File: config.mk
export PLATFORM = sky130hd
export DESIGN_NAME = rp_bram_rd_sm_flat
export DESIGN_NICKNAME = d
export VERILOG_FILES = /design/src/rtl/rp_bram_rd_sm_pkg.sv /design/src/rtl/rp_bram_rd_sm_if.sv /design/src/rtl/rp_bram_rd_sm_fifo.sv /design/src/rtl/rp_bram_rd_sm.sv /design/src/flat_wrapper.sv
export SDC_FILE = /design/constraint.sdc
export NUM_CORES = 1
export LEC_CHECK = 0
export CELL_PAD_IN_SITES_DETAIL_PLACEMENT = 1
export CELL_PAD_IN_SITES_GLOBAL_PLACEMENT = 1
export CORE_MARGIN = 3
export CORE_UTILIZATION = 42
export DETAILED_ROUTE_END_ITERATION = 6
export GPL_TIMING_DRIVEN = 0
export MAX_ROUTING_LAYER = met4
export PLACE_DENSITY = 0.8
export SLEW_MARGIN = 20
export SYNTH_ARGS = -nofsm -noshare
export SYNTH_HDL_FRONTEND = slang
export SYNTH_SLANG_ARGS = --single-unit
File: constraint.sdc
create_clock -name adc_clk_i -period 5 [get_ports adc_clk_i]
set_input_delay 0.5 -clock adc_clk_i [delete_from_list [all_inputs] [get_ports adc_clk_i]]
set_output_delay 0.5 -clock adc_clk_i [all_outputs]
set_load 0.005 [all_outputs]
File: src/rtl/rp_bram_rd_sm_pkg.sv
// Package for the acquisition BRAM read sequencer.
// Holds the FSM state encoding and the output FIFO depth rule shared by the
// top and the FIFO sub-module.
package rp_bram_pkg;

   typedef enum logic [2:0] {
      ST_IDLE  = 3'd0,
      ST_LOAD  = 3'd1,
      ST_RUN   = 3'd2,
      ST_DRAIN = 3'd3,
      ST_DONE  = 3'd4
   } rd_state_e;

   // The FIFO must hold every read that can still be in flight (RD_LAT) plus
   // two entries of slack so a stalled consumer never forces a drop.
   function automatic int fifo_depth(input int rd_lat);
      return rd_lat + 2;
   endfunction

endpackage

File: src/rtl/rp_bram_rd_sm_if.sv
// Sample stream interface between the read sequencer and the readout path.
//   m_dat  : sample data
//   m_vld  : sample valid
//   m_last : last sample of the window (qualified by m_vld)
//   m_rdy  : consumer ready; a beat moves when m_vld & m_rdy
// master = sequencer side, slave = consumer side.
interface rp_bram_rd_sm_if #(
   parameter int DW = 14
) ();
   logic [DW-1:0] m_dat;
   logic          m_vld;
   logic          m_last;
   logic          m_rdy;

   modport master (output m_dat, output m_vld, output m_last, input m_rdy);
   modport slave  (input m_dat, input m_vld, input m_last, output m_rdy);
endinterface

File: src/rtl/rp_bram_rd_sm_fifo.sv
// Small synchronous FIFO for the BRAM read sequencer.
// Output comes straight from the storage flops (no combinational path from
// push to dat_o/vld_o), so a sample pushed in cycle t is visible in t+1.
// Ports:
//   clk_i, rst_i      clock, async active-high reset
//   flush_i           empties the FIFO (wins over push/pop)
//   push_i/push_dat_i write one entry (ignored when full)
//   pop_i             consume head entry (ignored when empty)
//   dat_o/vld_o       head entry and non-empty flag
module rp_bram_rd_fifo #(
   parameter int W     = 15,
   parameter int DEPTH = 4
) (
   input  logic         clk_i,
   input  logic         rst_i,
   input  logic         flush_i,
   input  logic         push_i,
   input  logic [W-1:0] push_dat_i,
   input  logic         pop_i,
   output logic [W-1:0] dat_o,
   output logic         vld_o
);
   localparam int PW = (DEPTH > 1) ? $clog2(DEPTH) : 1;
   localparam int CW = $clog2(DEPTH + 1);

   logic [W-1:0]  mem_q [DEPTH];
   logic [PW-1:0] wr_q, rd_q;
   logic [CW-1:0] cnt_q;
   logic          do_push, do_pop;

   function automatic logic [PW-1:0] ptr_nxt(input logic [PW-1:0] p);
      return (p == PW'(DEPTH - 1)) ? '0 : p + PW'(1);
   endfunction

   assign vld_o   = (cnt_q != '0);
   assign dat_o   = mem_q[rd_q];
   assign do_push = push_i & (cnt_q < CW'(DEPTH));
   assign do_pop  = pop_i & vld_o;

   always_ff @(posedge clk_i or posedge rst_i) begin
      if (rst_i) begin
         wr_q  <= '0;
         rd_q  <= '0;
         cnt_q <= '0;
         for (int i = 0; i < DEPTH; i++) mem_q[i] <= '0;
      end else if (flush_i) begin
         wr_q  <= '0;
         rd_q  <= '0;
         cnt_q <= '0;
      end else begin
         if (do_push) begin
            mem_q[wr_q] <= push_dat_i;
            wr_q        <= ptr_nxt(wr_q);
         end
         if (do_pop) rd_q <= ptr_nxt(rd_q);
         case ({do_push, do_pop})
            2'b10:   cnt_q <= cnt_q + CW'(1);
            2'b01:   cnt_q <= cnt_q - CW'(1);
            default: ;
         endcase
      end
   end

endmodule

File: src/rtl/rp_bram_rd_sm.sv
// Read-side sequencer for the acquisition BRAM.
// After a capture it reads a window of min(len_i, 2^RSZ) samples starting
// min(pre_len_i, we_cnt_i) samples before the trigger pointer, wrapping the
// address modulo 2^RSZ, and streams them out through m_if. Reads are only
// issued while a slot in the output FIFO is guaranteed (credit counter), so
// backpressure never loses data.
// Ports:
//   adc_clk_i, adc_rst_i    clock, async active-high reset
//   start_i, abort_i        one-cycle control pulses
//   trig_ptr_i, pre_len_i,
//   we_cnt_i, len_i         window setup, sampled only in LOAD
//   rd_step_i               address step (only with RP_BRAM_RD_DEC_EN)
//   bram_addr_o, bram_en_o,
//   bram_dat_i              BRAM read port, data RD_LAT cycles after enable
//   m_if                    sample stream (master)
//   busy_o, done_o,
//   rd_cnt_o, state_o       status
// Build option: define RP_BRAM_RD_DEC_EN to add rd_step_i (decimating read,
// 0 treated as 1); otherwise the step is fixed at 1.
//
// state | meaning
// IDLE  | waiting for start_i
// LOAD  | latch start address, window length and step
// RUN   | issuing BRAM reads while FIFO credit is available
// DRAIN | all reads issued, waiting for the last beat to be accepted
// DONE  | one-cycle done_o pulse
module rp_bram_rd_sm
   import rp_bram_pkg::*;
#(
   parameter int RSZ    = 14,
   parameter int DW     = 14,
   parameter int RD_LAT = 2
) (
   input  logic            adc_clk_i,
   input  logic            adc_rst_i,
   input  logic            start_i,
   input  logic            abort_i,
   input  logic [RSZ-1:0]  trig_ptr_i,
   input  logic [RSZ-1:0]  pre_len_i,
   input  logic [31:0]     we_cnt_i,
   input  logic [RSZ:0]    len_i,
`ifdef RP_BRAM_RD_DEC_EN
   input  logic [RSZ-1:0]  rd_step_i,
`endif
   output logic [RSZ-1:0]  bram_addr_o,
   output logic            bram_en_o,
   input  logic [DW-1:0]   bram_dat_i,
   rp_bram_rd_sm_if.master m_if,
   output logic            busy_o,
   output logic            done_o,
   output logic [RSZ:0]    rd_cnt_o,
   output logic [2:0]      state_o
);
   localparam int            DEPTH  = fifo_depth(RD_LAT);
   localparam int            CW     = $clog2(DEPTH + 1);
   localparam logic [RSZ:0]  N_FULL = {1'b1, {RSZ{1'b0}}};

   rd_state_e        state_q, state_d;
   logic [RSZ-1:0]   addr_q;
   logic [RSZ:0]     n_q, issue_cnt_q, rd_cnt_q;
   logic [CW-1:0]    credit_q;
   logic [RD_LAT-1:0] vsr_vld_q, vsr_last_q;

   logic             issue, issue_last, rd_last, pop, push;
   logic [RSZ-1:0]   pre_w, step_w;
   logic [RSZ:0]     n_load;
   logic [DW:0]      fifo_dat;
   logic             fifo_vld;

`ifdef RP_BRAM_RD_DEC_EN
   logic [RSZ-1:0]   step_q;
   assign step_w = step_q;
`else
   assign step_w = RSZ'(1);
`endif

   // we_cnt_i is wide; only a pre-trigger count below pre_len_i limits it.
   assign pre_w      = (we_cnt_i < 32'(pre_len_i)) ? we_cnt_i[RSZ-1:0] : pre_len_i;
   assign n_load     = (len_i > N_FULL) ? N_FULL : len_i;
   assign issue_last = ((issue_cnt_q + (RSZ+1)'(1)) == n_q);
   assign rd_last    = ((rd_cnt_q + (RSZ+1)'(1)) == n_q);
   assign pop        = fifo_vld & m_if.m_rdy;
   assign push       = vsr_vld_q[RD_LAT-1] & ~abort_i;

   always_comb begin
      state_d = state_q;
      issue   = 1'b0;
      case (state_q)
         ST_IDLE:  if (start_i) state_d = ST_LOAD;
         ST_LOAD:  state_d = (n_load == '0) ? ST_DONE : ST_RUN;
         ST_RUN: begin
            issue = (credit_q < CW'(DEPTH));
            if (issue && issue_last) state_d = ST_DRAIN;
         end
         ST_DRAIN: if (pop && rd_last) state_d = ST_DONE;
         ST_DONE:  state_d = ST_IDLE;
         default:  state_d = ST_IDLE;
      endcase
      // Abort beats everything, including a coincident start in IDLE.
      if (abort_i) begin
         state_d = ST_IDLE;
         issue   = 1'b0;
      end
   end

   always_ff @(posedge adc_clk_i or posedge adc_rst_i) begin
      if (adc_rst_i) begin
         state_q     <= ST_IDLE;
         addr_q      <= '0;
         n_q         <= '0;
         issue_cnt_q <= '0;
         rd_cnt_q    <= '0;
         credit_q    <= '0;
         vsr_vld_q   <= '0;
         vsr_last_q  <= '0;
`ifdef RP_BRAM_RD_DEC_EN
         step_q      <= RSZ'(1);
`endif
      end else begin
         state_q <= state_d;

         if (state_q == ST_LOAD) begin
            addr_q      <= trig_ptr_i - pre_w;
            n_q         <= n_load;
            issue_cnt_q <= '0;
`ifdef RP_BRAM_RD_DEC_EN
            step_q      <= (rd_step_i == '0) ? RSZ'(1) : rd_step_i;
`endif
         end else if (issue) begin
            addr_q      <= addr_q + step_w;
            issue_cnt_q <= issue_cnt_q + (RSZ+1)'(1);
         end

         if (state_q == ST_LOAD) rd_cnt_q <= '0;
         else if (pop)           rd_cnt_q <= rd_cnt_q + (RSZ+1)'(1);

         // Valid/last ride alongside the BRAM pipeline so the returning word
         // is pushed exactly RD_LAT cycles after its enable.
         if (abort_i) begin
            vsr_vld_q  <= '0;
            vsr_last_q <= '0;
            credit_q   <= '0;
         end else begin
            vsr_vld_q[0]  <= issue;
            vsr_last_q[0] <= issue & issue_last;
            for (int i = 1; i < RD_LAT; i++) begin
               vsr_vld_q[i]  <= vsr_vld_q[i-1];
               vsr_last_q[i] <= vsr_last_q[i-1];
            end
            // Credit = reads in flight + entries in the FIFO.
            case ({issue, pop})
               2'b10:   credit_q <= credit_q + CW'(1);
               2'b01:   credit_q <= credit_q - CW'(1);
               default: ;
            endcase
         end
      end
   end

   rp_bram_rd_fifo #(
      .W     (DW + 1),
      .DEPTH (DEPTH)
   ) u_fifo (
      .clk_i      (adc_clk_i),
      .rst_i      (adc_rst_i),
      .flush_i    (abort_i),
      .push_i     (push),
      .push_dat_i ({vsr_last_q[RD_LAT-1], bram_dat_i}),
      .pop_i      (pop),
      .dat_o      (fifo_dat),
      .vld_o      (fifo_vld)
   );

   assign m_if.m_dat  = fifo_dat[DW-1:0];
   assign m_if.m_last = fifo_dat[DW];
   assign m_if.m_vld  = fifo_vld;

   assign bram_addr_o = addr_q;
   assign bram_en_o   = issue;
   assign busy_o      = (state_q == ST_LOAD) || (state_q == ST_RUN) || (state_q == ST_DRAIN);
   assign done_o      = (state_q == ST_DONE) && !abort_i;
   assign rd_cnt_o    = rd_cnt_q;
   assign state_o     = state_q;

endmodule

File: src/flat_wrapper.sv
// flat-port wrapper written by rule: the top's interface ports become plain ports
module rp_bram_rd_sm_flat import rp_bram_pkg::*;
#(
   parameter int RSZ    = 14,
   parameter int DW     = 14,
   parameter int RD_LAT = 2
)
  (adc_clk_i, adc_rst_i, start_i, abort_i, trig_ptr_i, pre_len_i, we_cnt_i, len_i, bram_addr_o, bram_en_o, bram_dat_i, busy_o, done_o, rd_cnt_o, state_o, m_if_m_dat, m_if_m_vld, m_if_m_last, m_if_m_rdy);
  rp_bram_rd_sm_if #(.DW(DW)) m_if_i ();
  input  logic adc_clk_i;
  input  logic adc_rst_i;
  input  logic start_i;
  input  logic abort_i;
  input  logic [RSZ-1:0] trig_ptr_i;
  input  logic [RSZ-1:0] pre_len_i;
  input  logic [31:0] we_cnt_i;
  input  logic [RSZ:0] len_i;
  output logic [RSZ-1:0] bram_addr_o;
  output logic bram_en_o;
  input  logic [DW-1:0] bram_dat_i;
  output logic busy_o;
  output logic done_o;
  output logic [RSZ:0] rd_cnt_o;
  output logic [2:0] state_o;
  output wire logic [$bits(m_if_i.m_dat)-1:0] m_if_m_dat;
  output wire logic [$bits(m_if_i.m_vld)-1:0] m_if_m_vld;
  output wire logic [$bits(m_if_i.m_last)-1:0] m_if_m_last;
  input wire logic [$bits(m_if_i.m_rdy)-1:0] m_if_m_rdy;
  assign m_if_m_dat = m_if_i.m_dat;
  assign m_if_m_vld = m_if_i.m_vld;
  assign m_if_m_last = m_if_i.m_last;
  assign m_if_i.m_rdy = m_if_m_rdy;
  rp_bram_rd_sm #(.RSZ(RSZ), .DW(DW), .RD_LAT(RD_LAT)) u_core (.adc_clk_i(adc_clk_i), .adc_rst_i(adc_rst_i), .start_i(start_i), .abort_i(abort_i), .trig_ptr_i(trig_ptr_i), .pre_len_i(pre_len_i), .we_cnt_i(we_cnt_i), .len_i(len_i), .bram_addr_o(bram_addr_o), .bram_en_o(bram_en_o), .bram_dat_i(bram_dat_i), .m_if(m_if_i), .busy_o(busy_o), .done_o(done_o), .rd_cnt_o(rd_cnt_o), .state_o(state_o));
endmodule
Word-level counts from Yosys, hierarchy flattened
Cells that the tools add are included.

Bits in registers: 136. Input port bits: 94. Output and inout bits: 51. Logic and storage cells: 107.

Add/subtract/negate cells: 10. Magnitude comparators: 7. Eq/ne operators: 15. Multiplexer cells: 34. Bitwise logic cells: 8. Reductions and logical operators: 18.

Operators by type and width (number): 15-bit 2-to-1 mux (8); 60-bit bitwise mux (1); 14-bit 2-to-1 mux (3); 32-bit by 14-bit less-than comparator with 1-bit output (1); 15-bit by 1-bit adder with 15-bit output (second input constant) (2); 15-bit binary-select mux with 2-bit select (1); 15-bit demux with 2-bit select (1); 15-bit == test (2); 3-bit 2-to-1 mux (7); 2-bit 2-to-1 mux (8); 15-bit > comparator (second input constant) (1); 15-bit logical NOT (1); 14-bit by 1-bit adder with 14-bit output (second input constant) (1); 14-bit subtractor (1); 3-bit one-hot mux with 2 select lines (2); 3-bit one-hot mux with 4 select lines (1); 3-bit nonzero test (3); 2-bit == test (second input constant) (4); 2-bit nonzero test (4); 3-bit by 1-bit adder with 3-bit output (second input constant) (2); 3-bit by 2-bit == test with 1-bit output (second input constant) (2); 3-bit greater-or-equal comparator (second input constant) (2); 3-bit less-than comparator (second input constant) (2); 3-bit by 2-bit != test with 1-bit output (second input constant) (2); other kinds (17) (30).

Longest topological paths before layout
Depth in word-level cells: 6. Mapped depth: 18.

Hierarchy
Synthesis repeated with hierarchy kept, for this count alone.

Cell total of the unflattened synthesis: 822. Area total of the unflattened synthesis: 8562.0 µm².

Modules (own cells, without submodules): rp_bram_rd_sm (instances 1, cells each 614, area an instance 5185.0 µm²); rp_bram_rd_fifo (instances 1, cells each 208, area an instance 3377.0 µm²).

Least setup slack after synthesis
No wires, ideal clock.

Kind: input -> register. Start: input port pre_len_i[9]. End: register u_core.addr_q[12] (netlist: u_core.bram_addr_o[12]). Library setup time: 0.078 ns. Data arrival time: 3.672 ns. Required time: 4.922 ns. Slack: 1.250 ns. Stages: 18. Cell sequence: inv_1 -> ha_1 -> a41oi_1 -> o211ai_1 -> a31oi_1 -> o31ai_1 -> a21o_1 -> mux2_2 -> ha_1 -> inv_1 -> fa_1 -> a21o_1 -> a21oi_1 -> o21a_1 -> o31ai_1 -> o41ai_1 -> o22ai_1 -> a21oi_1.

Longest elaborated chain between the ends: 4.

RTL lines: start: declaration (RTL line flat_wrapper.sv:15) `input logic [RSZ-1:0] pre_len_i;`; 32-bit by 14-bit less-than comparator with 1-bit output (RTL line rp_bram_rd_sm.sv:78) `assign pre_w = (we_cnt_i < 32'(pre_len_i)) ? we_cnt_i[RSZ-1:0] : pre_len_i;`; 14-bit 2-to-1 mux (*) (RTL line rp_bram_rd_sm.sv:78); 14-bit subtractor (*) (RTL line rp_bram_rd_sm.sv:123) `addr_q <= trig_ptr_i - pre_w;`; 14-bit 2-to-1 mux (*) (RTL line rp_bram_rd_sm.sv:122) `if (state_q == ST_LOAD) begin`; end signal: assignment (RTL line rp_bram_rd_sm.sv:123); end signal: assignment (RTL line rp_bram_rd_sm.sv:130) `addr_q <= addr_q + step_w;`; end: declaration (RTL line rp_bram_rd_sm.sv:59) `logic [RSZ-1:0] addr_q;`.

Every way passes the cells marked *; elsewhere a longest branch is shown, timed or not. A chain may end at the register's enable or synchronous reset.

Final worst setup path
Same ends and word-level chain as after synthesis.

==> run metrics <==
DRC=0; Main synth FF type=dfrtp_1; count leader, synth=dfrtp_1; grt ovf=0; CP Data Arrival Time=4.94 ns; Ys Warns=0; post-synthesis mux area share=14.1%; Overall Global Routing Usage=24.2%; # placed instances=1216; VDD IR max=0.225 mV; Die Area=0.0215 mm2; Post-Layout Cell Count=1247; IO Count=145; crit-path leading delay family=compound AO/OA/AOI/OAI gates; Yosys top cell by area=dfrtp_1; status=complete, no violations; clk_skew=0.0118 ns; XOR/XNOR Fraction of Synth Area=7.98%; Row Count=50; later-pin clock latency in the skew report=0.43 ns; Syn Inst Count=812; WP buf/inv=3; TritonCTS clock tree=built; max cap viols=0; critical path type=in -> reg; Syn Nets=942; Routed WL per cell=19.9 um; Final Hold Viols=0; DP HPWL=18500 um; Worst setup SP type=primary input; CTS Sinks=136; slew margin rel.=46.0%; via count=6997; unrepaired setup endpoints after global routing=false; ratio of final minimum period to clock period=91.9%; power per standard cell area=352 mW/mm2; Cell Area, Synth=0.00831 mm2; crit-path cells=clkdlybuf4s50_1 > inv_1 > ha_1 > a41oi_1 > o211ai_1 > a31oi_1 > o31ai_1 > a21o_1 > mux2_2 > ha_1 > inv_1 > fa_1 > a21o_1 > a21oi_1 > o21a_1 > o31ai_1 > o41ai_2 > o22ai_1 > a21oi_1; Initial Util=43.6%; first drt pass iteration count=5; initial antenna violation count=0; register area share after synthesis=41.0%; CTS buffer count=17; most common library cells after synthesis=136 x dfrtp_1, 63 x nand2_1, 61 x mux2_2; largest net degree at the start of global routing=87; post-DR vias/cell=5.61; fin. max-slew vios=0; Netlist cell types=70; largest family of logic cells by synthesized area=simple AND/OR/NAND/NOR gates; Clk Tree Root Cell=clkbuf_16; adder-cell area share of the yosys netlist=5.69%; Least-Margin Pin Slew=0.810 ns; crit-path max FO=4; Leak=4.67 nW; core box area=0.0191 mm2; die width=147 um; Antenna diodes=0; number of DRC markers in iteration 0=307; slowest CP cell=clkdlybuf4s50_1; Hold Path Class=in -> reg; CTS clk-pin slew, worst paths=0.06 ns; ANT nets after route=0; Placer Congestion=0.863; count of flip-flops with a built-in enable after synthesis=0; number of global-route vias before repair=7472; post-layout min period=4.60 ns; final setup TNS=0 ns; f_max=218 MHz; Post-CTS Setup Repair Bufs=0; fraction of layout cells with a size suffix above 1=13.7%; synth top area cells=dfrtp_1 41%, mux2_2 8.3%, ha_1 5.0%; Clock Tree Buf Depth=2; first-pass GRT wire length=40400 um; ys async rst share=100%; Post-Route WL=24800 um; Req. time, crit path=5.34 ns; flops & latches, synth=136; CTS HTree Levels=4; overall power=3.76 mW; area fraction in compound gates after synthesis=11.9%; area grow syn2layout=28.6%; die height=147 um; Post-Synth Simple-Gate Area=15.0%; crit end category=register; Yosys top cell area share=41.0%; nets=1105; Port-buffer cells=143; final setup fails=0; Syn Area/Cell=10.2 um2; slowest stage delay, CP=0.48 ns
==> sequential cells by signal (all words and copies together), names as in the netlist, 3 cells and up <==
register and flops:
u_core.issue_cnt_q 15, u_core.rd_cnt_o 15, u_core.bram_addr_o 14, u_core.u_fifo.cnt_q 3
u_core.n_q 15, u_core.state_o 3, u_core.credit_q 3, u_core.u_fifo.mem_q 60
==> final timing paths <==
check	slack, ns	cells after the start	startpoint	to
max	0.40	19	pre_len_i[9]	u_core.bram_addr_o[12]
min reg2reg	0.51	1	u_core.u_fifo.mem_q[19]	u_core.u_fifo.mem_q[19]
max reg2reg	1.68	9	u_core.state_o[0]	u_core.credit_q[2]
min in group asynchronous	0.47	2	adc_rst_i	u_core.u_fifo.mem_q[9]
min	0.31	2	abort_i	u_core.vsr_vld_q[1]
max in group asynchronous	3.75	3	adc_rst_i	u_core.issue_cnt_q[13]
==> cells in the final DEF, fill, tap and decap left out, drive strengths merged, types with 3 or more instances in the layout <==
cell / n
clkdlybuf4s50: 143
dfrtp: 136
nand2: 65
mux2: 61
nor2: 56
clkbuf: 46
xnor2: 39
o21ai: 39
inv: 36
xor2: 34
ha: 33
nand3: 29
a21oi: 25
nor3: 20
buf: 19
nor4: 18
mux2i: 15
mux4: 15
and2: 12
a31oi: 11
nand4: 11
o31ai: 10
and3: 9
a22o: 9
clkinv: 7
o22ai: 6
o221ai: 6
a211oi: 6
nor2b: 5
a21o: 5
or3: 5
o211ai: 4
nand3b: 4
nand2b: 3
nor4b: 3
o21a: 3
fa: 3
nor3b: 3
a2111oi: 3
==> layer usage <==
metal	part of all wire, %	GRT usage, %	up-vias
li1	-	-	3257
met5	0	-	-
met1	45	30.4	3550
met4	1.7	6.77	0
met2	50	40.5	160
met3	3.6	3.97	30
==> what timing repair did <==
action                                  4_1_cts  5_1_grt
endpoints found under the hold margin         0        0
resized for setup                             0        1
endpoints found under the setup margin        0        1
hold buffers                                  0        0
==> final cells by class <==
class | instances | area (um2)
Fill cell | 2106 | 8390
Multi-Input combinational cell | 596 | 4560
Sequential cell | 136 | 3400
Timing Repair Buffer | 144 | 1460
Clock buffer | 20 | 447
Tap cell | 260 | 325
Buffer | 44 | 225
Inverter | 36 | 143
Clock inverter | 11 | 125
==> power breakdown <==
group / total (mW) / leakage (nW) / internal, mW / switching, mW
sequential: 1.46 / 1.84 / 1.26 / 0.195
combinational: 1.07 / 2.56 / 0.602 / 0.472
clock: 1.23 / 0.276 / 0.745 / 0.490
==> stage by stage <==
| stage | hold slack (ns) | utilization [%] | area [um2] | setup WS [ns] |
|---|---|---|---|---|
| 3_3_place_gp | 0.455 | 52.8 | 10100 | -1.18 |
| 4_1_cts | 0.290 | 55.9 | 10700 | 0.322 |
| 2_1_floorplan | 0.439 | - | 8310 | 0.861 |
| 3_5_place_dp | 0.493 | 52.9 | 10100 | -0.0985 |
| 6_report | 0.306 | 56.0 | 10700 | 0.404 |
| 5_1_grt | 0.304 | 56.0 | 10700 | 0.0987 |
==> logic make-up (layout without fill, tap and decap cells) <==
group           after synthesis  in the layout
mux                          91             91
xor+xnor                     74             74
compound gates              147            147
flops                       136            136
fa+ha+maj                    36             36
simple gates                248            248
buf+inv                      80            255
Note: power is estimated with default switching activity, not from simulation.
